### config.mk
export PLATFORM = sky130hd
export DESIGN_NAME = if_stage
export DESIGN_NICKNAME = d
export VERILOG_FILES = /design/src/rtl/rv32i_pkg.sv /design/src/rtl/if_hold_buf.sv /design/src/rtl/if_stage.sv
export SDC_FILE = /design/constraint.sdc
export NUM_CORES = 1
export LEC_CHECK = 0
export BUFFER_PORTS_ARGS = -buffer_cell sky130_fd_sc_hd__buf_2
export CAP_MARGIN = 20
export CELL_PAD_IN_SITES_DETAIL_PLACEMENT = 0
export CELL_PAD_IN_SITES_GLOBAL_PLACEMENT = 1
export CORE_MARGIN = 2
export CORE_UTILIZATION = 44
export DETAILED_ROUTE_END_ITERATION = 10
export GPL_ROUTABILITY_DRIVEN = 0
export GPL_TIMING_DRIVEN = 0
export PLACE_DENSITY_LB_ADDON = 0.1
export SLEW_MARGIN = 5
export SYNTH_ARGS = -nofsm -noshare
export SYNTH_HDL_FRONTEND = slang
export SYNTH_SLANG_ARGS = --single-unit
### constraint.sdc
create_clock -name clk -period 2.3 [get_ports clk]
set_input_delay 0.345 -clock clk [delete_from_list [all_inputs] [get_ports clk]]
set_output_delay 0.345 -clock clk [all_outputs]
set_load 0.01 [all_outputs]
### src/rtl/rv32i_pkg.sv
// Shared RV32I pipeline types and constants used by the fetch stage.
package rv32i_pkg;

  localparam int unsigned XLEN = 32;

  localparam logic [XLEN-1:0] NOP_INSTR = 32'h0000_0013;

  typedef enum logic [1:0] {
    FETCH = 2'd0,
    WAIT  = 2'd1,
    HOLD  = 2'd2
  } if_state_t;

  typedef struct packed {
    logic [XLEN-1:0] instr;
    logic [XLEN-1:0] pc;
  } if_entry_t;

  function automatic logic [XLEN-1:0] pc_align(input logic [XLEN-1:0] pc);
    return pc & ~XLEN'(3);
  endfunction

  function automatic logic [XLEN-1:0] pc_next(input logic [XLEN-1:0] pc);
    return pc + XLEN'(4);
  endfunction

endpackage

### src/rtl/if_hold_buf.sv
// Single-entry instruction+PC buffer that parks a fetched word while the IF/ID slot is stalled.
module if_hold_buf
  import rv32i_pkg::*;
(
  input  logic      clk,
  input  logic      reset_n,
  input  logic      i_load,
  input  logic      i_drain,
  input  logic      i_flush,
  input  if_entry_t i_entry,
  output logic      o_valid,
  output if_entry_t o_entry
);

  logic      r_valid;
  if_entry_t r_entry;

  // Flush wins over load, load wins over drain.
  always_ff @(posedge clk or negedge reset_n) begin
    if (!reset_n) begin
      r_valid <= 1'b0;
      r_entry <= '0;
    end else begin
      if (i_flush) begin
        r_valid <= 1'b0;
      end else if (i_load) begin
        r_valid <= 1'b1;
      end else if (i_drain) begin
        r_valid <= 1'b0;
      end
      if (i_load && !i_flush) begin
        r_entry <= i_entry;
      end
    end
  end

  assign o_valid = r_valid;
  assign o_entry = r_entry;

endmodule

### src/rtl/if_stage.sv
// RV32I instruction-fetch stage: owns the PC, issues one outstanding imem fetch at a time,
// and presents fetched words to decode through a registered valid/ready slot.
module if_stage
  import rv32i_pkg::*;
#(
  parameter logic [XLEN-1:0] RESET_PC = 32'h0000_0000
) (
  input  logic            clk,
  input  logic            reset_n,
  output logic            imem_req_valid,
  input  logic            imem_req_ready,
  output logic [XLEN-1:0] imem_req_addr,
  input  logic            imem_rsp_valid,
  input  logic [XLEN-1:0] imem_rsp_data,
  input  logic            redirect_valid,
  input  logic [XLEN-1:0] redirect_pc,
  output logic            if_valid,
  input  logic            id_ready,
  output logic [XLEN-1:0] if_instr,
  output logic [XLEN-1:0] if_pc
);

  if_state_t       r_state;
  logic [XLEN-1:0] r_pc;
  logic [XLEN-1:0] r_pend_pc;
  logic            r_kill;
  logic            r_if_valid;
  logic [XLEN-1:0] r_if_instr;
  logic [XLEN-1:0] r_if_pc;

  if_state_t       w_state_nxt;
  logic [XLEN-1:0] w_pc_nxt;
  logic [XLEN-1:0] w_pend_pc_nxt;
  logic            w_kill_nxt;
  logic            w_if_valid_nxt;
  logic [XLEN-1:0] w_if_instr_nxt;
  logic [XLEN-1:0] w_if_pc_nxt;
  logic            w_slot_free;
  logic            w_hold_load;
  logic            w_hold_drain;
  logic            w_hold_flush;
  logic            w_hold_valid;
  if_entry_t       w_hold_in;
  if_entry_t       w_hold_out;

  assign w_hold_in = '{instr: imem_rsp_data, pc: r_pend_pc};

  if_hold_buf u_hold_buf (
    .clk     (clk),
    .reset_n (reset_n),
    .i_load  (w_hold_load),
    .i_drain (w_hold_drain),
    .i_flush (w_hold_flush),
    .i_entry (w_hold_in),
    .o_valid (w_hold_valid),
    .o_entry (w_hold_out)
  );

  always_ff @(posedge clk or negedge reset_n) begin
    if (!reset_n) begin
      r_state    <= FETCH;
      r_pc       <= RESET_PC;
      r_pend_pc  <= '0;
      r_kill     <= 1'b0;
      r_if_valid <= 1'b0;
      r_if_instr <= NOP_INSTR;
      r_if_pc    <= '0;
    end else begin
      r_state    <= w_state_nxt;
      r_pc       <= w_pc_nxt;
      r_pend_pc  <= w_pend_pc_nxt;
      r_kill     <= w_kill_nxt;
      r_if_valid <= w_if_valid_nxt;
      r_if_instr <= w_if_instr_nxt;
      r_if_pc    <= w_if_pc_nxt;
    end
  end

  always_comb begin
    w_state_nxt    = r_state;
    w_pc_nxt       = r_pc;
    w_pend_pc_nxt  = r_pend_pc;
    w_kill_nxt     = r_kill;
    w_if_valid_nxt = r_if_valid;
    w_if_instr_nxt = r_if_instr;
    w_if_pc_nxt    = r_if_pc;
    w_hold_load    = 1'b0;
    w_hold_drain   = 1'b0;
    w_hold_flush   = 1'b0;
    w_slot_free    = !r_if_valid || id_ready;

    // Decode consumed the slot; refilled below if a word is ready this cycle.
    if (r_if_valid && id_ready) begin
      w_if_valid_nxt = 1'b0;
      w_if_instr_nxt = NOP_INSTR;
    end

    case (r_state)
      FETCH: begin
        if (imem_req_ready) begin
          w_pend_pc_nxt = r_pc;
          w_state_nxt   = WAIT;
        end
      end
      WAIT: begin
        if (imem_rsp_valid) begin
          if (r_kill) begin
            w_kill_nxt  = 1'b0;
            w_state_nxt = FETCH;
          end else begin
            w_pc_nxt = pc_next(r_pend_pc);
            if (w_slot_free) begin
              w_if_valid_nxt = 1'b1;
              w_if_instr_nxt = imem_rsp_data;
              w_if_pc_nxt    = r_pend_pc;
              w_state_nxt    = FETCH;
            end else begin
              w_hold_load = 1'b1;
              w_state_nxt = HOLD;
            end
          end
        end
      end
      HOLD: begin
        if (id_ready) begin
          w_if_valid_nxt = w_hold_valid;
          w_if_instr_nxt = w_hold_valid ? w_hold_out.instr : NOP_INSTR;
          w_if_pc_nxt    = w_hold_out.pc;
          w_hold_drain   = 1'b1;
          w_state_nxt    = FETCH;
        end
      end
      default: begin
        w_state_nxt = FETCH;
      end
    endcase

    // Redirect overrides everything; a fetch still outstanding must be killed on return.
    if (redirect_valid) begin
      w_pc_nxt       = pc_align(redirect_pc);
      w_if_valid_nxt = 1'b0;
      w_if_instr_nxt = NOP_INSTR;
      w_if_pc_nxt    = r_if_pc;
      w_hold_flush   = 1'b1;
      w_hold_load    = 1'b0;
      w_hold_drain   = 1'b0;
      if (((r_state == WAIT) && !imem_rsp_valid) ||
          ((r_state == FETCH) && imem_req_ready)) begin
        w_state_nxt = WAIT;
        w_kill_nxt  = 1'b1;
      end else begin
        w_state_nxt = FETCH;
        w_kill_nxt  = 1'b0;
      end
    end
  end

  assign imem_req_valid = (r_state == FETCH);
  assign imem_req_addr  = r_pc;
  assign if_valid       = r_if_valid;
  assign if_instr       = r_if_instr;
  assign if_pc          = r_if_pc;

endmodule

==> results.py <==
metrics = {
    "placement": {
        "place_hpwl_um": 15900,
        "io_buffers": 165,
        "dp.cells": 1226,
        "pre_cts_ws_ps": -184,
    },
    "synth": {
        "synth-edff-count": 0,
        "yosys.cell_types.count": 47,
        "synth_seq_area_share": 0.548,
        "syn_area_per_cell_um2": 11.4,
        "syn_inst": 790,
        "syn_area_mm2": 0.00901,
        "syn_nets": 864,
        "synth_top_area_cell": "dfrtp_1",
        "synthArstFlopShare": 1.00,
        "yosys_warnings": 0,
        "yosys-top-cells-area": "dfrtp_1 (54%), mux2_2 (8.6%), nand2_1 (5.7%), o21ai_0 (4.3%), mux2_4 (4.2%)",
        "synth.top_cell.area_share": 0.539,
        "yosys_most_used_dff": "dfrtp_1",
        "ys_ff_latch": 197,
    },
    "floorplanning": {
        "die_w_um": 147,
        "chipHeight_um": 147,
        "core_mm2": 0.0202,
        "rows": 52,
        "start_util": 0.447,
        "ios": 168,
        "design.die.area_mm2": 0.0216,
    },
    "timing": {
        "post-route-period-util": 0.953,
        "hold_viol": 0,
        "rsz0062_at_grt": "false",
        "finClkSkew_ps": 10.1,
        "slew_headroom": 0.460,
        "fmax_ghz": 0.456,
        "setup_ws_ps": 109,
        "slew_violations": 0,
        "finalSetupViolCount": 0,
        "tightest_slew_ps": 810,
        "finalCriticalPeriod_ps": 2190,
        "tns_ps": 0,
    },
    "worst_setup_path": {
        "ff2ff_path_depth": 9,
        "crit_fanout": 10,
        "cp-start-kind": "flip-flop",
        "crit_path_end_kind": "flip-flop",
        "critPathKind": "reg2reg",
        "worstPathArrival_ps": 2510,
        "cp_data_required_time_ps": 2620,
    },
    "finish": {
        "fin_cells": 1257,
        "final_core_util": 0.536,
        "diodes": 0,
        "nets": 1048,
        "syn2layout_area_growth_pct": 20.1,
        "fillers": 1890,
        "drive_gt1_frac": 0.336,
    },
    "drt": {
        "drc": 0,
        "dr.pass1.iters": 5,
        "routed-wl-met2_um": 10600,
        "dr.first_iter.drc_count": 393,
        "routed_wl_um": 22700,
        "route.met3.wl_um": 797,
        "via_count": 6565,
        "ant_nets": 0,
        "wl_met1_um": 10900,
        "top_layer_used": "met4",
        "wl_per_cell_um": 18.0,
        "viasPerCell": 5.22,
    },
    "clock_tree": {
        "cts_buffers": 17,
        "cts_tree": "built",
        "clock_latency_ps": 440,
        "clkTransAtPathRegs_ps": 70,
        "clockRootBuffer": "clkbuf_16",
        "cts_max_level": 4,
        "clk_path_buf_depth": 2,
        "clock-sinks": 197,
    },
    "outcome": {
        "status": "finished clean",
    },
    "pwr": {
        "power.total_mw": 11.5,
        "combPwrFrac": 0.292,
        "p_sw_frac": 0.352,
        "p_leak_nw": 5.18,
        "vdd_drop_max_uv": 525,
        "power_frac_seq": 0.445,
        "p_per_area_mw_per_mm2": 1060,
        "p_sw_mw": 4.04,
        "clkPwrFrac": 0.262,
        "intPower_mw": 7.44,
    },
    "min_path": {
        "whs_path_depth": 3,
        "hold_path_class": "in2reg",
    },
    "global_route": {
        "grt-ovfl-total": 0,
        "grt_pass1_wl_um": 36400,
        "grt_usage": 0.215,
        "antenna_found_initial": 0,
        "grt_max_degree": 109,
        "first_global_vias": 6631,
    },
    "run": {
        "drv_cap": 0,
    },
}
[layout make-up]
type                       instances  area (um^2)  area share
tap                              270          338      0.0312
timing repair buffer             167          873      0.0807
clock buffer                      17          425      0.0393
sequential                       197         4930       0.456
multi-input combinational        529         3770       0.348
buffer                            55          292      0.0269
inverter                           7         26.3     0.00243
clock inverter                    15          161      0.0149
[power by group through the flow]
stage,Sequential (mW),Combinational (mW),Clock [mW]
global route,5.25,3.75,3.22
CTS,5.11,3.40,3.06
floorplan,5.20,2.01,0
detailed placement,5.18,3.37,0
global placement,5.15,3.33,0
finish,5.11,3.36,3.01
[placed cells by master (no fill, tap or decap), types with 7 or more instances in the layout]
cell type	n
xnor2_1	20
a21oi_1	14
buf_6	7
clkbuf_1	25
inv_1	7
nand2_1	137
inv_6	7
mux2i_1	35
xor2_1	8
mux2_4	25
o221ai_1	18
nor2_1	23
nand3_1	8
mux2_2	69
dfrtp_1	194
buf_2	175
nand4_1	7
a22oi_1	29
clkbuf_16	17
o21ai_0	77
[per-stage QoR]
step | hold slack (ps) | area, um^2
3_3_place_gp | 457 | 10200
4_1_cts | 95.7 | 10800
3_5_place_dp | 397 | 10200
5_1_grt | 110 | 10800
6_report | 112 | 10800
2_1_floorplan | 49.4 | 9010
[metal layers]
layer | GRT usage | up-vias
met5 | 0 | -
met4 | 0.0587 | 0
met3 | 0.0329 | 21
met2 | 0.346 | 125
met1 | 0.307 | 3261
li1 | - | 3158
[flip-flops by register name (all words and copies together) (netlist names)]
| signal | cells |
|---|---|
| if_instr | 32 |
| if_pc | 32 |
| if_valid | 1 |
| imem_req_addr | 32 |
| r_kill | 1 |
| r_pend_pc | 32 |
| r_state | 2 |
| u_hold_buf.o_entry | 64 |
| u_hold_buf.o_valid | 1 |
[cells in the mapped netlist, types with 2 or more instances]
| library cell | number |
|---|---|
| nor3_1 | 6 |
| buf_1 | 4 |
| dfstp_2 | 3 |
| dfrtp_1 | 194 |
| a22oi_1 | 29 |
| buf_2 | 11 |
| mux2i_1 | 35 |
| o21ai_1 | 6 |
| nor2_1 | 23 |
| a21oi_1 | 14 |
| o221ai_1 | 18 |
| nand2b_1 | 4 |
| clkbuf_1 | 35 |
| nor4_2 | 2 |
| inv_1 | 7 |
| o31ai_1 | 3 |
| o21ai_0 | 77 |
| ha_1 | 4 |
| buf_6 | 7 |
| a311oi_1 | 3 |
| xnor2_1 | 20 |
| nand4_1 | 7 |
| nor3b_1 | 2 |
| nand3_1 | 8 |
| and3_1 | 5 |
| mux2_2 | 69 |
| nor2b_1 | 2 |
| nand2_1 | 137 |
| xor2_1 | 8 |
| and2_1 | 2 |
| and4_1 | 5 |
| mux2_4 | 25 |
[kinds of logic after synthesis]
| logic type | synth area share |
|---|---|
| buf+inv | 0.0340 |
| simple gates | 0.109 |
| flops | 0.548 |
| xor+xnor | 0.0272 |
| mux | 0.167 |
| fa+ha+maj | 0.00556 |
| compound gates | 0.110 |
[what timing repair did]
action / CTS / global route
setup buffers: 0 / 0
resized for setup: 8 / 10
endpoints found under the setup margin: 30 / 73
hold endpoints to repair: 87 / 0
hold buffers: 1 / 0
cloned: 0 / 0
pin swaps: 0 / 1
[critical path: stages, from the launching register on]
cell      delay, ps
dfrtp_1         400
inv_1            90
ha_1            140
clkbuf_4        180
nand3b_4        140
or3_1           320
clkbuf_1        150
buf_6           180
buf_6           170
mux2_4          300
[path summary, 6_finish.rpt]
path	slack (ps)	startpoint	to
min in group asynchronous	480	reset_n	if_instr[10]
min	110	redirect_pc[4]	imem_req_addr[4]
max in group asynchronous	850	reset_n	r_pend_pc[17]
max reg2reg	110	r_state[1]	u_hold_buf.o_entry[51]
min reg2reg	470	if_instr[20]	if_instr[20]
max	110	r_state[1]	u_hold_buf.o_entry[51]
No activity file was read; power rests on OpenSTA's default activity.
